===== src/rtl/fetch_pkg.sv =====
// Shared constants and state encoding for the instruction-fetch stage.
package fetch_pkg;
  localparam int          INST_W         = 32;
  localparam logic [31:0] DEF_RESET_ADDR = 32'h0000_0000;
  localparam logic [31:0] DEF_NOP_INST   = 32'h0000_0013;

  typedef enum logic [1:0] {
    ST_RUN    = 2'd0,
    ST_HOLD   = 2'd1,
    ST_HALTED = 2'd2
  } state_t;
endpackage


===== src/rtl/fetch_skid_buf.sv =====
// One-entry {inst, pc} holding buffer that catches a read returning while decode stalls.
module fetch_skid_buf
  import fetch_pkg::*;
(
  input  logic              i_clk,
  input  logic              i_rst,
  input  logic              load,
  input  logic              drain,
  input  logic              clear,
  input  logic [INST_W-1:0] wr_inst,
  input  logic [31:0]       wr_pc,
  output logic [INST_W-1:0] rd_inst,
  output logic [31:0]       rd_pc,
  output logic              full
);
  logic              full_reg;
  logic [INST_W-1:0] inst_reg;
  logic [31:0]       pc_reg;

  always_ff @(posedge i_clk or negedge i_rst) begin
    if (!i_rst) begin
      full_reg <= 1'b0;
      inst_reg <= '0;
      pc_reg   <= '0;
    end else begin
      if (clear || drain) full_reg <= 1'b0;
      else if (load)      full_reg <= 1'b1;
      if (load) begin
        inst_reg <= wr_inst;
        pc_reg   <= wr_pc;
      end
    end
  end

  assign rd_inst = inst_reg;
  assign rd_pc   = pc_reg;
  assign full    = full_reg;
endmodule


===== src/rtl/fetch_stage.sv =====
// Instruction fetch with IF/ID register: PC, 1-cycle imem read, stall skid, redirect and halt.
module fetch_stage
  import fetch_pkg::*;
#(
  parameter logic [31:0]       RESET_ADDR = DEF_RESET_ADDR,
  parameter logic [INST_W-1:0] NOP_INST   = DEF_NOP_INST
) (
  input  logic              i_clk,
  input  logic              i_rst,
  input  logic              i_stall,
  input  logic              i_flush,
  input  logic [31:0]       i_redirect_pc,
  input  logic              i_halt,
  output logic [31:0]       o_imem_addr,
  output logic              o_imem_ren,
  input  logic [INST_W-1:0] i_imem_rdata,
  output logic [INST_W-1:0] o_inst,
  output logic [31:0]       o_pc,
  output logic [31:0]       o_pc_plus4,
  output logic              o_valid,
  output logic              o_halted
);
  state_t            state_reg, state_next;
  logic [31:0]       pc_reg, req_pc_reg, pc_out_reg;
  logic              req_valid_reg, valid_reg;
  logic [INST_W-1:0] inst_reg;

  logic              halted, ren, skid_load, skid_drain, skid_clear, skid_full;
  logic [INST_W-1:0] skid_inst;
  logic [31:0]       skid_pc;

  always_ff @(posedge i_clk or negedge i_rst) begin
    if (!i_rst) state_reg <= ST_RUN;
    else        state_reg <= state_next;
  end

  // Flush outranks halt: a halt seen alongside a redirect is on the wrong path.
  always_comb begin
    state_next = state_reg;
    case (state_reg)
      ST_RUN, ST_HOLD: begin
        if (i_flush)     state_next = ST_RUN;
        else if (i_halt) state_next = ST_HALTED;
        else if (i_stall) begin
          if (req_valid_reg) state_next = ST_HOLD;
        end else         state_next = ST_RUN;
      end
      ST_HALTED: state_next = ST_HALTED;
      default:   state_next = ST_RUN;
    endcase
  end

  always_comb begin
    halted     = (state_reg == ST_HALTED);
    skid_clear = !halted && (i_flush || i_halt);
    skid_load  = !halted && !i_flush && !i_halt && i_stall && req_valid_reg;
    skid_drain = !halted && !i_flush && !i_halt && !i_stall && skid_full;
    ren        = i_rst && !halted && !i_stall && !i_flush && !i_halt;
  end

  fetch_skid_buf u_skid (
    .i_clk   (i_clk),
    .i_rst   (i_rst),
    .load    (skid_load),
    .drain   (skid_drain),
    .clear   (skid_clear),
    .wr_inst (i_imem_rdata),
    .wr_pc   (req_pc_reg),
    .rd_inst (skid_inst),
    .rd_pc   (skid_pc),
    .full    (skid_full)
  );

  always_ff @(posedge i_clk or negedge i_rst) begin
    if (!i_rst) begin
      pc_reg        <= RESET_ADDR;
      req_pc_reg    <= RESET_ADDR;
      req_valid_reg <= 1'b0;
      pc_out_reg    <= RESET_ADDR;
      inst_reg      <= NOP_INST;
      valid_reg     <= 1'b0;
    end else if (!halted) begin
      if (i_flush) begin
        pc_reg        <= i_redirect_pc;
        req_valid_reg <= 1'b0;
        valid_reg     <= 1'b0;
        inst_reg      <= NOP_INST;
      end else if (i_halt) begin
        req_valid_reg <= 1'b0;
        valid_reg     <= 1'b0;
        inst_reg      <= NOP_INST;
      end else if (i_stall) begin
        // The returning word (if any) has gone into the skid; IF/ID holds.
        if (req_valid_reg) req_valid_reg <= 1'b0;
      end else begin
        if (skid_full) begin
          inst_reg   <= skid_inst;
          pc_out_reg <= skid_pc;
          valid_reg  <= 1'b1;
        end else if (req_valid_reg) begin
          inst_reg   <= i_imem_rdata;
          pc_out_reg <= req_pc_reg;
          valid_reg  <= 1'b1;
        end else begin
          valid_reg  <= 1'b0;
          inst_reg   <= NOP_INST;
        end
        req_valid_reg <= ren;
        if (ren) begin
          req_pc_reg <= pc_reg;
          pc_reg     <= pc_reg + 32'd4;
        end
      end
    end
  end

  assign o_imem_addr = pc_reg;
  assign o_imem_ren  = ren;
  assign o_inst      = inst_reg;
  assign o_pc        = pc_out_reg;
  assign o_pc_plus4  = pc_out_reg + 32'd4;
  assign o_valid     = valid_reg;
  assign o_halted    = halted;
endmodule


===== config.mk =====
export PLATFORM = sky130hd
export DESIGN_NAME = fetch_stage
export DESIGN_NICKNAME = d
export VERILOG_FILES = /design/src/rtl/fetch_pkg.sv /design/src/rtl/fetch_skid_buf.sv /design/src/rtl/fetch_stage.sv
export SDC_FILE = /design/constraint.sdc
export NUM_CORES = 1
export LEC_CHECK = 0
export BUFFER_PORTS_ARGS = -buffer_cell sky130_fd_sc_hd__buf_2
export CAP_MARGIN = 40
export CORE_ASPECT_RATIO = 1.2
export CORE_MARGIN = 4
export CORE_UTILIZATION = 32
export CTS_CLUSTER_DIAMETER = 120
export DETAILED_ROUTE_END_ITERATION = 10
export PLACE_DENSITY = 0.61
export SLEW_MARGIN = 0
export SYNTH_ARGS = -nofsm -noshare
export SYNTH_HDL_FRONTEND = slang
export SYNTH_SLANG_ARGS = --single-unit

===== constraint.sdc =====
create_clock -name i_clk -period 2.55 [get_ports i_clk]
set_input_delay 0 -clock i_clk [delete_from_list [all_inputs] [get_ports i_clk]]
set_output_delay 0 -clock i_clk [all_outputs]
set_load 0.1 [all_outputs]

; Yosys cells after proc, flatten, opt, wreduce, memory -nomap -nowiden
; Cells that the tools add are included.
[totals]
ff_bits = 197
inputBits = 69
output_inout_bits = 131
elab_cells = 74
[classes]
add_sub_neg = 2
eq_ne = 6
mux = 26
bitwise = 4
reduce_logical = 26
[ops]
columns = cell, n
row1 = $mux 32, 11
row2 = $add 32x3->32 const B, 2
row3 = $logic_and 1x1->1, 11
row4 = $mux 1, 10
row5 = $reduce_and 5->1, 2
row6 = $mux 2, 4
row7 = $reduce_bool 2->1, 3
row8 = $ne 5x5->1 const B, 1
row9 = $logic_not 1->1, 4
row10 = $not 1->1, 4
row11 = $pmux 2 s2, 1
row12 = $reduce_and 4->1, 1
row13 = $ne 3x1->1 const B, 1
row14 = $eq 2x1->1 const B, 1
row15 = $eq 2x2->1 const B, 1
row16 = $logic_not 2->1, 1
row17 = $logic_or 1x1->1, 2
row18 = $ne 2x1->1 const B, 1
row19 = $ne 2x2->1 const B, 1
row20 = $reduce_and 2->1, 1
row21 = $reduce_or 2->1, 1

; Depth between registers and ports, before layout
; Gate-level depths: netlist of the first run.
[logic_depth]
depth_word = 10
depth_mapped = 8
ltp_nobuf = 6

; Cells and area by module
; From an unflattened synthesis of the first run, not the netlist that was laid out.
[hier_totals]
cells_unflattened = 902
area_unflattened_um2 = 9335.2
[by_module_without_submodules]
columns = mod, n_inst, cells_per_inst, area_per_inst_um2, seq_area_each_um2
row1 = fetch_stage, 1, 764, 6722.7, 3306.9
row2 = fetch_skid_buf, 1, 138, 2612.5, 1626.6

; Worst setup path after synthesis of the first run
; OpenSTA, ideal clock, no wires.
[synth_path]
kind = register -> output
start = register pc_out_reg[2] (netlist: o_pc[2])
end = output o_pc_plus4[14]
arrival_ps = 3572
required_ps = 2550
slack_ps = -1022
stages_incl_launch_ff = 6
cell_sequence = dfrtp_1 > ha_1 > nand4_1 > nor3_1 > nand3_1 > xnor2_1
[synth_via]
elab_chain_cells = 1
[synth_lines]
columns = element, line_no
row1 = from (decl), fetch_stage.sv:24  ; logic [31:0] pc_reg, req_pc_reg, pc_out_reg;
row2 = from (signal assigned), fetch_stage.sv:98  ; pc_out_reg <= skid_pc;
row3 = from (signal assigned), fetch_stage.sv:102  ; pc_out_reg <= req_pc_reg;
row4 = $add 32x3->32, fetch_stage.sv:121  ; assign o_pc_plus4 = pc_out_reg + 32'd4;
row5 = to (decl), fetch_stage.sv:19  ; output logic [31:0] o_pc_plus4,
; No other way between the ends.

; Final worst setup path of the first run
[layout_path]
start = register pc_out_reg[2] (netlist: o_pc[2])
end = output o_pc_plus4[16]
; The elaborated chain is that of the path after synthesis.

==> impl_metrics.toml, run 1 <==
[finish]
multi_input_area_um2 = 4280
regArea_um2 = 4970
nets = 1230
n_fill_cell = 2734
drive_gt1_frac = 0.323
num_antenna_cells = 0
area_growth_pct = 32.9
final_cells = 1551

[synth]
yosysSeqAreaShare = 0.535
syn_nets = 981
ys.flop_type = "dfrtp_1"
synth_edf_count = 0
syn-instance-count = 910
synth.distinct_cells = 58
syn_area_um2 = 9220
ys_ff_latch = 197
netlist.area_leader.share = 0.527
synth.largest_area_cell = "dfrtp_1"
yosys_warnings = 0
async_flop_share = 1.00
synth_area_leaders = "dfrtp_1 (53%), mux2_2 (8.1%), nand2_1 (6.2%)"
avgSynthCellArea_um2 = 10.1

[detailed_routing]
first_pass_iters = 5
vias = 7611
viasPerCell = 4.91
wl_mm = 25.5
drtIter0Drc = 644
wl_per_cell_um = 16.5
antenna_left = 0
drc_errors = 0

[sta]
whs_ns = 0.0528
fmax_mhz = 405
setup_tns_ns = 0
maxSlewHeadroom = 0.455
clock_skew_ns = 0.00992
post-route-min-period_ns = 2.47
rsz0062_at_grt = "yes"
fin_crit_sh = 0.967
worst_pin_slew_ns = 0.817
hold_viol = 0
setup_viol = 0
slew_violations = 0

[pwr]
p_sw_frac = 0.569
sequentialPowerShare = 0.307
combPwrFrac = 0.532
power_mw = 16.3
max-vdd-ir-drop_v = 0.00109
p_sw_mw = 9.27
leakage_nw = 5.85
intPower_mw = 7.03
clock_power_share = 0.162
power_density_nw_per_um2 = 1330

[setup_path]
cp_slowest_stage_delay_ns = 0.45
critPathArrivalTime_ns = 2.47
cp_cell_sequence = "ha_1 > nand4_1 > nor3_2 > nand3_1 > nor2_1 > xor2_4 > buf_12"
slowest_stage = "dfrtp_4"
path_max_fanout = 7
required_ns = 2.55
criticalPathCategory = "flop to output pin"
cp-start-kind = "flop"
crit_path_end_kind = "output pin"

[grt]
grt.overflow.total = 0
grt_max_degree = 152
antenna_found_initial = 0
grt_pass1_vias = 7546
grt_pass1_wl_mm = 41.1
grt.total_usage = 0.162

[status]
outcome = "completed"

[job]
maxCapViolations = 0

[die]
coreArea_um2 = 28200
row_count = 67
start_util = 0.327
die_y_um = 194
dieArea_um2 = 31600
io_pins = 200
die_w_um = 163

[placed_design]
numPortBuffers = 199
place.gp.congestion = 0.846
detailed_place_hpwl_mm = 17.8
place_inst = 1453

[cts]
cts_buffers = 17
postCtsSetupBuffers = 0
root_buffer = "clkbuf_16"
cts_sinks = 197
cts_tree = "done"
path_clk_slew_ns = 0.07
clock_path_buffers = 2
clock_latency_ns = 0.42
htreeDepth = 4

[min_path]
hp-class = "primary input to flop"
[cells in the mapped netlist (all sizes together) (2+ instances only)]
master  instances
dfrtp         194
nand2         152
nor2           76
mux2           66
o21ai          57
a21oi          52
mux2i          34
clkbuf         33
a22oi          32
nand3          24
nor3           21
buf            19
xnor2          16
and3           15
nand4          13
xor2           12
inv            11
a31oi           7
o22ai           7
a21o            6
nor4            6
and2            5
a32oi           4
a211oi          3
and4            3
dfstp           3
o211ai          3
o21a            3
o21bai          3
or3             3
a311oi          2
a41o            2
clkinv          2
ha              2
nand2b          2
nor2b           2
nor3b           2
or2             2
or4             2
[path summary, 6_finish.rpt]
path                            slack (ns)         startpoint         endpoint  cells past startpoint
worst max-delay path                  0.08            o_pc[2]   o_pc_plus4[16]                      7
worst min-delay path                  0.05  i_redirect_pc[18]  o_imem_addr[18]                      4
worst max register to register        0.51     o_imem_addr[2]  o_imem_addr[16]                      6
worst min register to register        0.46       state_reg[1]     state_reg[0]                      1
max in group asynchronous             1.58              i_rst          o_pc[2]                      3
min in group asynchronous             0.29              i_rst  o_imem_addr[25]                      3
[through the flow]
step	cell area, um2	setup WS [ns]	utilization
CTS	12200	0.0123	0.434
global route	12300	-0.0876	0.435
floorplan	9510	-0.221	-
finish	12300	0.0832	0.435
global placement	11000	0.499	0.390
detailed placement	11000	0.451	0.390
[layer usage]
metal | track usage | vias up | wire length [um]
li1 | - | 3710 | -
met1 | 0.223 | 3665 | 11500
met2 | 0.253 | 197 | 12200
met3 | 0.0251 | 39 | 1030
met4 | 0.0693 | 0 | 774
met5 | 0 | - | 0
[cell families after synthesis]
kind of cell / share of synthesized area
compound gates: 0.124
xor+xnor: 0.0266
fa+ha+maj: 0.00271
buf+inv: 0.0292
flops: 0.535
mux: 0.118
simple gates: 0.165
[power groups by stage]
stage | sequential [mW] | clock [mW] | combinational, mW
after global placement | 5.01 | 0 | 8.55
after floorplan | 8.32 | 0 | 3.63
after global routing | 5.16 | 2.86 | 9.04
after CTS | 5.00 | 2.72 | 8.70
final | 5.00 | 2.63 | 8.67
after detailed placement | 5.06 | 0 | 8.59
[timing repair]
action / in CTS / in global routing
hold buffers: 66 / 0
resized for setup: 3 / 8
endpoints found under the setup margin: 3 / 9
endpoints found under the hold margin: 290 / 0
[worst max-delay path, delay by kind of cell (launching register included)]
family                   cells  cell delay [ns]
XOR/XNOR                     1             0.19
flip-flops                   1             0.45
AND/OR/NAND/NOR              4             1.00
adder cells (fa/ha/maj)      1             0.22
buffers and inverters        1             0.19
[area by class of cell]
| class | count | share of cell area |
|---|---|---|
| flip-flops and latches | 197 | 0.405 |
| multi-input cells | 648 | 0.350 |
| repair buffers | 282 | 0.155 |
| clock buffers | 22 | 0.0395 |
| well taps | 379 | 0.0387 |
| clock inverters | 10 | 0.00766 |
| inverters | 13 | 0.00398 |
[placed cells by master, fill, tap and decap left out, types with 6 or more instances in the layout]
cell,count
dfrtp_2,21
buf_12,6
inv_1,10
buf_4,16
nand3_1,23
and3_1,15
dlygate4sd3_1,66
nor3_1,18
mux2i_1,34
a22oi_1,32
mux2_2,66
buf_2,185
o22ai_1,7
dfrtp_1,171
nand4_1,11
a21oi_1,52
xor2_2,7
nor2_1,74
a21o_1,6
clkbuf_4,8
o21ai_0,55
a31oi_1,7
clkbuf_16,17
xnor2_2,9
nand2_1,152
No activity file was read; power rests on OpenSTA's default activity.
==> run 2, diff against run 1 <==
--- a/config.mk
+++ b/config.mk
@@ -10,6 +10,7 @@
 export CORE_ASPECT_RATIO = 1.2
 export CORE_MARGIN = 4
 export CORE_UTILIZATION = 32
+export CTS_BUF_LIST = sky130_fd_sc_hd__clkbuf_8 sky130_fd_sc_hd__clkbuf_16
 export CTS_CLUSTER_DIAMETER = 120
 export DETAILED_ROUTE_END_ITERATION = 10
 export PLACE_DENSITY = 0.61
==> run 2 against run 1 <==
  * Register-to-register slack barely moved
  * Cell count is the same
  * Clock skew is essentially flat
  * Wire length grew 0.18%
  * Largest power group unchanged
  * Critical path type unchanged
  * Critical path depth unchanged
  * Critical endpoint unchanged
  * Highest routed layer unchanged
  * Sequential share of layout area did not move
  * Count of clock-buffer cells in the layout fell by 1
==> impl_metrics.toml, run 2 (same netlist as run 1, synthesis figures left out) <==
[placed_design]
place.gp.congestion = 0.846
numPortBuffers = 199
place_inst = 1453
dpl_worst_slack_ns = 0.451
detailed_place_hpwl_mm = 17.8

[setup_path]
path_max_fanout = 7
cp_num_buf_inv = 1
cp_cell_sequence = "ha_1 > nand4_1 > nor3_2 > nand3_1 > nor2_1 > xor2_4 > buf_12"
critPathTopFamily = "simple AND/OR/NAND/NOR gates"
required_ns = 2.55
cp-startpoint = "o_pc[2]"
r2r-start = "o_imem_addr[2]"
crit_path_end_kind = "output pin"
slowest_stage = "dfrtp_4"
cp_slowest_stage_delay_ns = 0.45
criticalPathCategory = "flop to output pin"
cp-start-kind = "flop"
critPathArrivalTime_ns = 2.47

[pwr]
power_density_nw_per_um2 = 1330
max-vdd-ir-drop_v = 0.00109
power_mw = 16.3
leakage_nw = 5.86

[detailed_routing]
vias = 7618
drc_errors = 0
drtIter0Drc = 701
wl_per_cell_um = 16.5
antenna_left = 0
wl_mm = 25.6
viasPerCell = 4.91
first_pass_iters = 5

[cts]
root_buffer = "clkbuf_16"
cts_sinks = 197
postCtsSetupBuffers = 0
htreeDepth = 4
cts_buffers = 17
cts_tree = "done"
clock_latency_ns = 0.42
clock_path_buffers = 2
path_clk_slew_ns = 0.07

[sta]
setup_viol = 0
post-route-min-period_ns = 2.47
hold_viol = 0
maxSlewHeadroom = 0.445
setup_slack_ns = 0.0829
clock_skew_ns = 0.00974
fin_crit_sh = 0.967
worst_pin_slew_ns = 0.832
slew_violations = 0
rsz0062_at_grt = "yes"
fmax_mhz = 405

[grt]
grt_pass1_vias = 7544
antenna_found_initial = 0
grt_max_degree = 152
grt_pass1_wl_mm = 41.1
grt.total_usage = 0.162
grt.overflow.total = 0

[finish]
n_fill_cell = 2734
layout_commonest_cell = "buf_2"
area_growth_pct = 32.9
num_antenna_cells = 0
final_cell_mix = "buf_2 (185), dfrtp_1 (171), nand2_1 (152)"
drive_gt1_frac = 0.323
final_cells = 1551
nets = 1230

[die]
coreArea_um2 = 28200
start_util = 0.327
dieArea_um2 = 31600
die_w_um = 163
die_y_um = 194
io_pins = 200
row_count = 67

[min_path]
hold_start = "i_redirect_pc[18]"
hp-class = "primary input to flop"

[job]
maxCapViolations = 0

[status]
outcome = "completed"
## run 2: per-layer routing
metal,part of all wire,global-route usage,vias to the layer above
met4,0.031,0.0693,0
met5,0,0,-
met1,0.45,0.223,3673
met2,0.47,0.253,194
met3,0.041,0.0251,40
li1,-,-,3711
## run 2: final cells by class
class / instances / area, um2 / area share
Clock inverter: 11 / 97.6 / 0.00797
Clock buffer: 21 / 480 / 0.0392
Multi-Input combinational cell: 648 / 4280 / 0.350
Tap cell: 379 / 474 / 0.0387
Timing Repair Buffer: 282 / 1900 / 0.155
Sequential cell: 197 / 4970 / 0.405
Inverter: 13 / 48.8 / 0.00398
## run 2: path summary, 6_finish.rpt
check / slack, ns / cells past startpoint / end
worst min-delay path: 0.05 / 4 / o_imem_addr[18]
min in group asynchronous: 0.29 / 3 / o_imem_addr[25]
worst max-delay path: 0.08 / 7 / o_pc_plus4[16]
max in group asynchronous: 1.55 / 3 / o_pc[2]
worst max register to register: 0.51 / 6 / o_imem_addr[16]
worst min register to register: 0.46 / 1 / state_reg[0]
## run 2: where the power goes
| part | switching (mW) | internal [mW] | total (mW) |
|---|---|---|---|
| logic | 7.03 | 1.65 | 8.67 |
| clock network | 1.18 | 1.46 | 2.64 |
| registers | 1.07 | 3.92 | 5.00 |
## run 2: repair_timing
action | in CTS | in global routing
pin swaps | 0 | 0
hold buffers | 66 | 0
hold endpoints to repair | 290 | 0
gates resized for setup | 3 | 8
setup endpoints to repair | 3 | 9
## run 2: metrics by stage
| step | instance area [um2] | hold slack (ns) | TNS [ns] | util |
|---|---|---|---|---|
| 5_1_grt | 12300 | 0.0410 | -0.0979 | 0.435 |
| 3_3_place_gp | 11000 | 0.213 | 0 | 0.390 |
| 4_1_cts | 12200 | 0.0193 | 0 | 0.434 |
| 2_1_floorplan | 9510 | -0.296 | -0.563 | - |
| 3_5_place_dp | 11000 | 0.210 | 0 | 0.390 |
| 6_report | 12300 | 0.0498 | 0 | 0.435 |
## run 2: worst reg2reg max path, stage by stage, from the launching register on
cell and delay [ns]:
dfrtp_2 0.43, ha_1 0.22, nand3_1 0.21, or4_1 0.63, nor2_1 0.16, a31oi_1 0.10, o22a_1 0.19
==> run 3, diff against run 2 <==
--- a/config.mk
+++ b/config.mk
@@ -5,6 +5,7 @@
 export SDC_FILE = /design/constraint.sdc
 export NUM_CORES = 1
 export LEC_CHECK = 0
+export ABC_AREA = 1
 export BUFFER_PORTS_ARGS = -buffer_cell sky130_fd_sc_hd__buf_2
 export CAP_MARGIN = 40
 export CORE_ASPECT_RATIO = 1.2
@@ -13,7 +14,7 @@
 export CTS_BUF_LIST = sky130_fd_sc_hd__clkbuf_8 sky130_fd_sc_hd__clkbuf_16
 export CTS_CLUSTER_DIAMETER = 120
 export DETAILED_ROUTE_END_ITERATION = 10
-export PLACE_DENSITY = 0.61
+export PLACE_DENSITY = 0.6
 export SLEW_MARGIN = 0
 export SYNTH_ARGS = -nofsm -noshare
 export SYNTH_HDL_FRONTEND = slang
==> run 3 against run 2 <==
  * Die area increased by 7.7%
  * Wire length increased by 15%
  * Clock power increased by 2%
  * Worst setup slack improved by 0.011 ns
  * Clock skew decreased by 0.0019 ns
  * Sequential share of layout area decreased by 2.5 points
==> impl_metrics.toml, run 3 <==
[status]
outcome = "completed"

[detailed_routing]
antenna_left = 0
first_pass_iters = 5
drc_errors = 0
wl_per_cell_um = 15.2
viasPerCell = 4.75
drtIter0Drc = 771
wl_mm = 29.3
vias = 9122

[pwr]
p_sw_frac = 0.583
power_density_nw_per_um2 = 1300
leakage_nw = 6.30
max-vdd-ir-drop_v = 0.00140
p_sw_mw = 9.87
combPwrFrac = 0.549
intPower_mw = 7.06
sequentialPowerShare = 0.293
clock_power_share = 0.158
power_mw = 16.9

[sta]
clock_skew_ns = 0.00787
worst_pin_slew_ns = 0.829
rsz0062_at_grt = "no"
setup_tns_ns = 0
slew_violations = 0
setup_viol = 0
fmax_mhz = 407
hold_viol = 0
maxSlewHeadroom = 0.445
post-route-min-period_ns = 2.46
fin_crit_sh = 0.963
whs_ns = 0.105

[setup_path]
crit_path_end_kind = "output pin"
critPathArrivalTime_ns = 2.46
required_ns = 2.55
criticalPathCategory = "flop to output pin"
cp-start-kind = "flop"
path_max_fanout = 4

[cts]
cts_sinks = 197
htreeDepth = 4
clock_latency_ns = 0.43
cts_buffers = 17
clock_path_buffers = 2
postCtsSetupBuffers = 0
path_clk_slew_ns = 0.07
cts_tree = "done"
root_buffer = "clkbuf_16"

[finish]
area_growth_pct = 30.4
num_antenna_cells = 0
utilization = 0.425
final_cells = 1922
drive_gt1_frac = 0.214
layout_commonest_cell = "nand2_1"
final_cell_mix = "nand2_1 (389), buf_2 (190), dfrtp_1 (185)"
nets = 1584
n_fill_cell = 3079

[grt]
grt.total_usage = 0.172
grt_pass1_vias = 8934
grt_max_degree = 101
antenna_found_initial = 0
grt.overflow.total = 0
grt_pass1_wl_mm = 47.7

[synth]
synth_area_leaders = "dfrtp_1 (49%), nand2_1 (15%), o21ai_0 (5.4%)"
async_flop_share = 1.00
netlist.area_leader.share = 0.487
avgSynthCellArea_um2 = 7.86
syn_nets = 1338
ys.flop_type = "dfrtp_1"
yosysSeqAreaShare = 0.495
synth_edf_count = 0
synthTopCellsByCount = "nand2_1 (390), dfrtp_1 (194), inv_1 (132)"
synth.largest_area_cell = "dfrtp_1"
synth.distinct_cells = 37
ys_ff_latch = 197
yosys_warnings = 0
syn-instance-count = 1267
yosysMostFrequentCell = "nand2_1"
syn_area_um2 = 9960

[placed_design]
place.gp.congestion = 0.904
detailed_place_hpwl_mm = 21.0
numPortBuffers = 199
place_inst = 1821

[die]
die_w_um = 169
die_y_um = 201
start_util = 0.326
io_pins = 200
row_count = 70
dieArea_um2 = 34000
coreArea_um2 = 30600

[job]
maxCapViolations = 0

[min_path]
hp-class = "primary input to flop"
==> run 3: critical path, cell delays in order (launching register included) <==
cell and delay [ns]:
dfrtp_1 0.43, inv_1 0.10, nor3_1 0.36, nand2_1 0.16, nor2_1 0.36, xor2_4 0.17
buf_2 0.44
==> run 3: through the flow <==
| step | cell area [um2] | setup slack (ns) |
|---|---|---|
| finish | 13000 | 0.0936 |
| global route | 13000 | 0.00256 |
| CTS | 13000 | 0.0149 |
| detailed placement | 11700 | 0.391 |
| global placement | 11700 | 0.480 |
| floorplan | 10200 | -0.180 |
==> run 3: power by group through the flow <==
stage	Sequential, mW	Combinational, mW	Clock (mW)
after CTS	4.94	9.32	2.76
after detailed placement	5.00	9.22	0
final	4.96	9.30	2.68
after floorplan	8.18	4.12	0
after global routing	5.11	9.83	2.87
after global placement	4.98	9.17	0
==> run 3: layout make-up <==
cell class	count	area (um2)	area share
well taps	396	495	0.0382
clock inverters	14	141	0.0109
multi-input cells	872	4490	0.346
repair buffers	289	1960	0.151
inverters	136	513	0.0395
clock buffers	18	439	0.0338
flip-flops and latches	197	4940	0.381
==> run 3: final timing paths <==
path,slack [ns],cells past startpoint,start,end
max,0.09,6,o_pc[8],o_pc_plus4[14]
min,0.10,5,i_flush,o_imem_addr[8]
max reg2reg,0.60,7,state_reg[0],u_skid.rd_inst[12]
min reg2reg,0.43,1,state_reg[1],state_reg[0]
max in group asynchronous,0.61,4,i_rst,o_imem_addr[5]
min in group asynchronous,0.50,3,i_rst,o_imem_addr[28]
==> run 3: cells by family (layout without fill, tap and decap cells) <==
logic type | after synthesis | after routing | share of synthesized area
xor+xnor | 28 | 28 | 0.0246
compound gates | 238 | 238 | 0.146
flops | 197 | 197 | 0.495
fa+ha+maj | 2 | 2 | 0.00251
mux | 1 | 1 | 0.00113
simple gates | 603 | 603 | 0.245
buf+inv | 198 | 457 | 0.0853
==> run 3: metal layers <==
metal / vias up / part of all wire / GRT usage
met4: 0 / 0.031 / 0.0630
met5: - / 0 / 0
met3: 46 / 0.044 / 0.0236
li1: 4585 / - / -
met2: 237 / 0.46 / 0.271
met1: 4254 / 0.46 / 0.242
==> run 3: what timing repair did <==
action	4_1_cts	5_1_grt
gates resized for setup	2	9
gates cloned	0	0
hold buffers	69	0
setup endpoints to repair	2	9
hold endpoints to repair	293	0
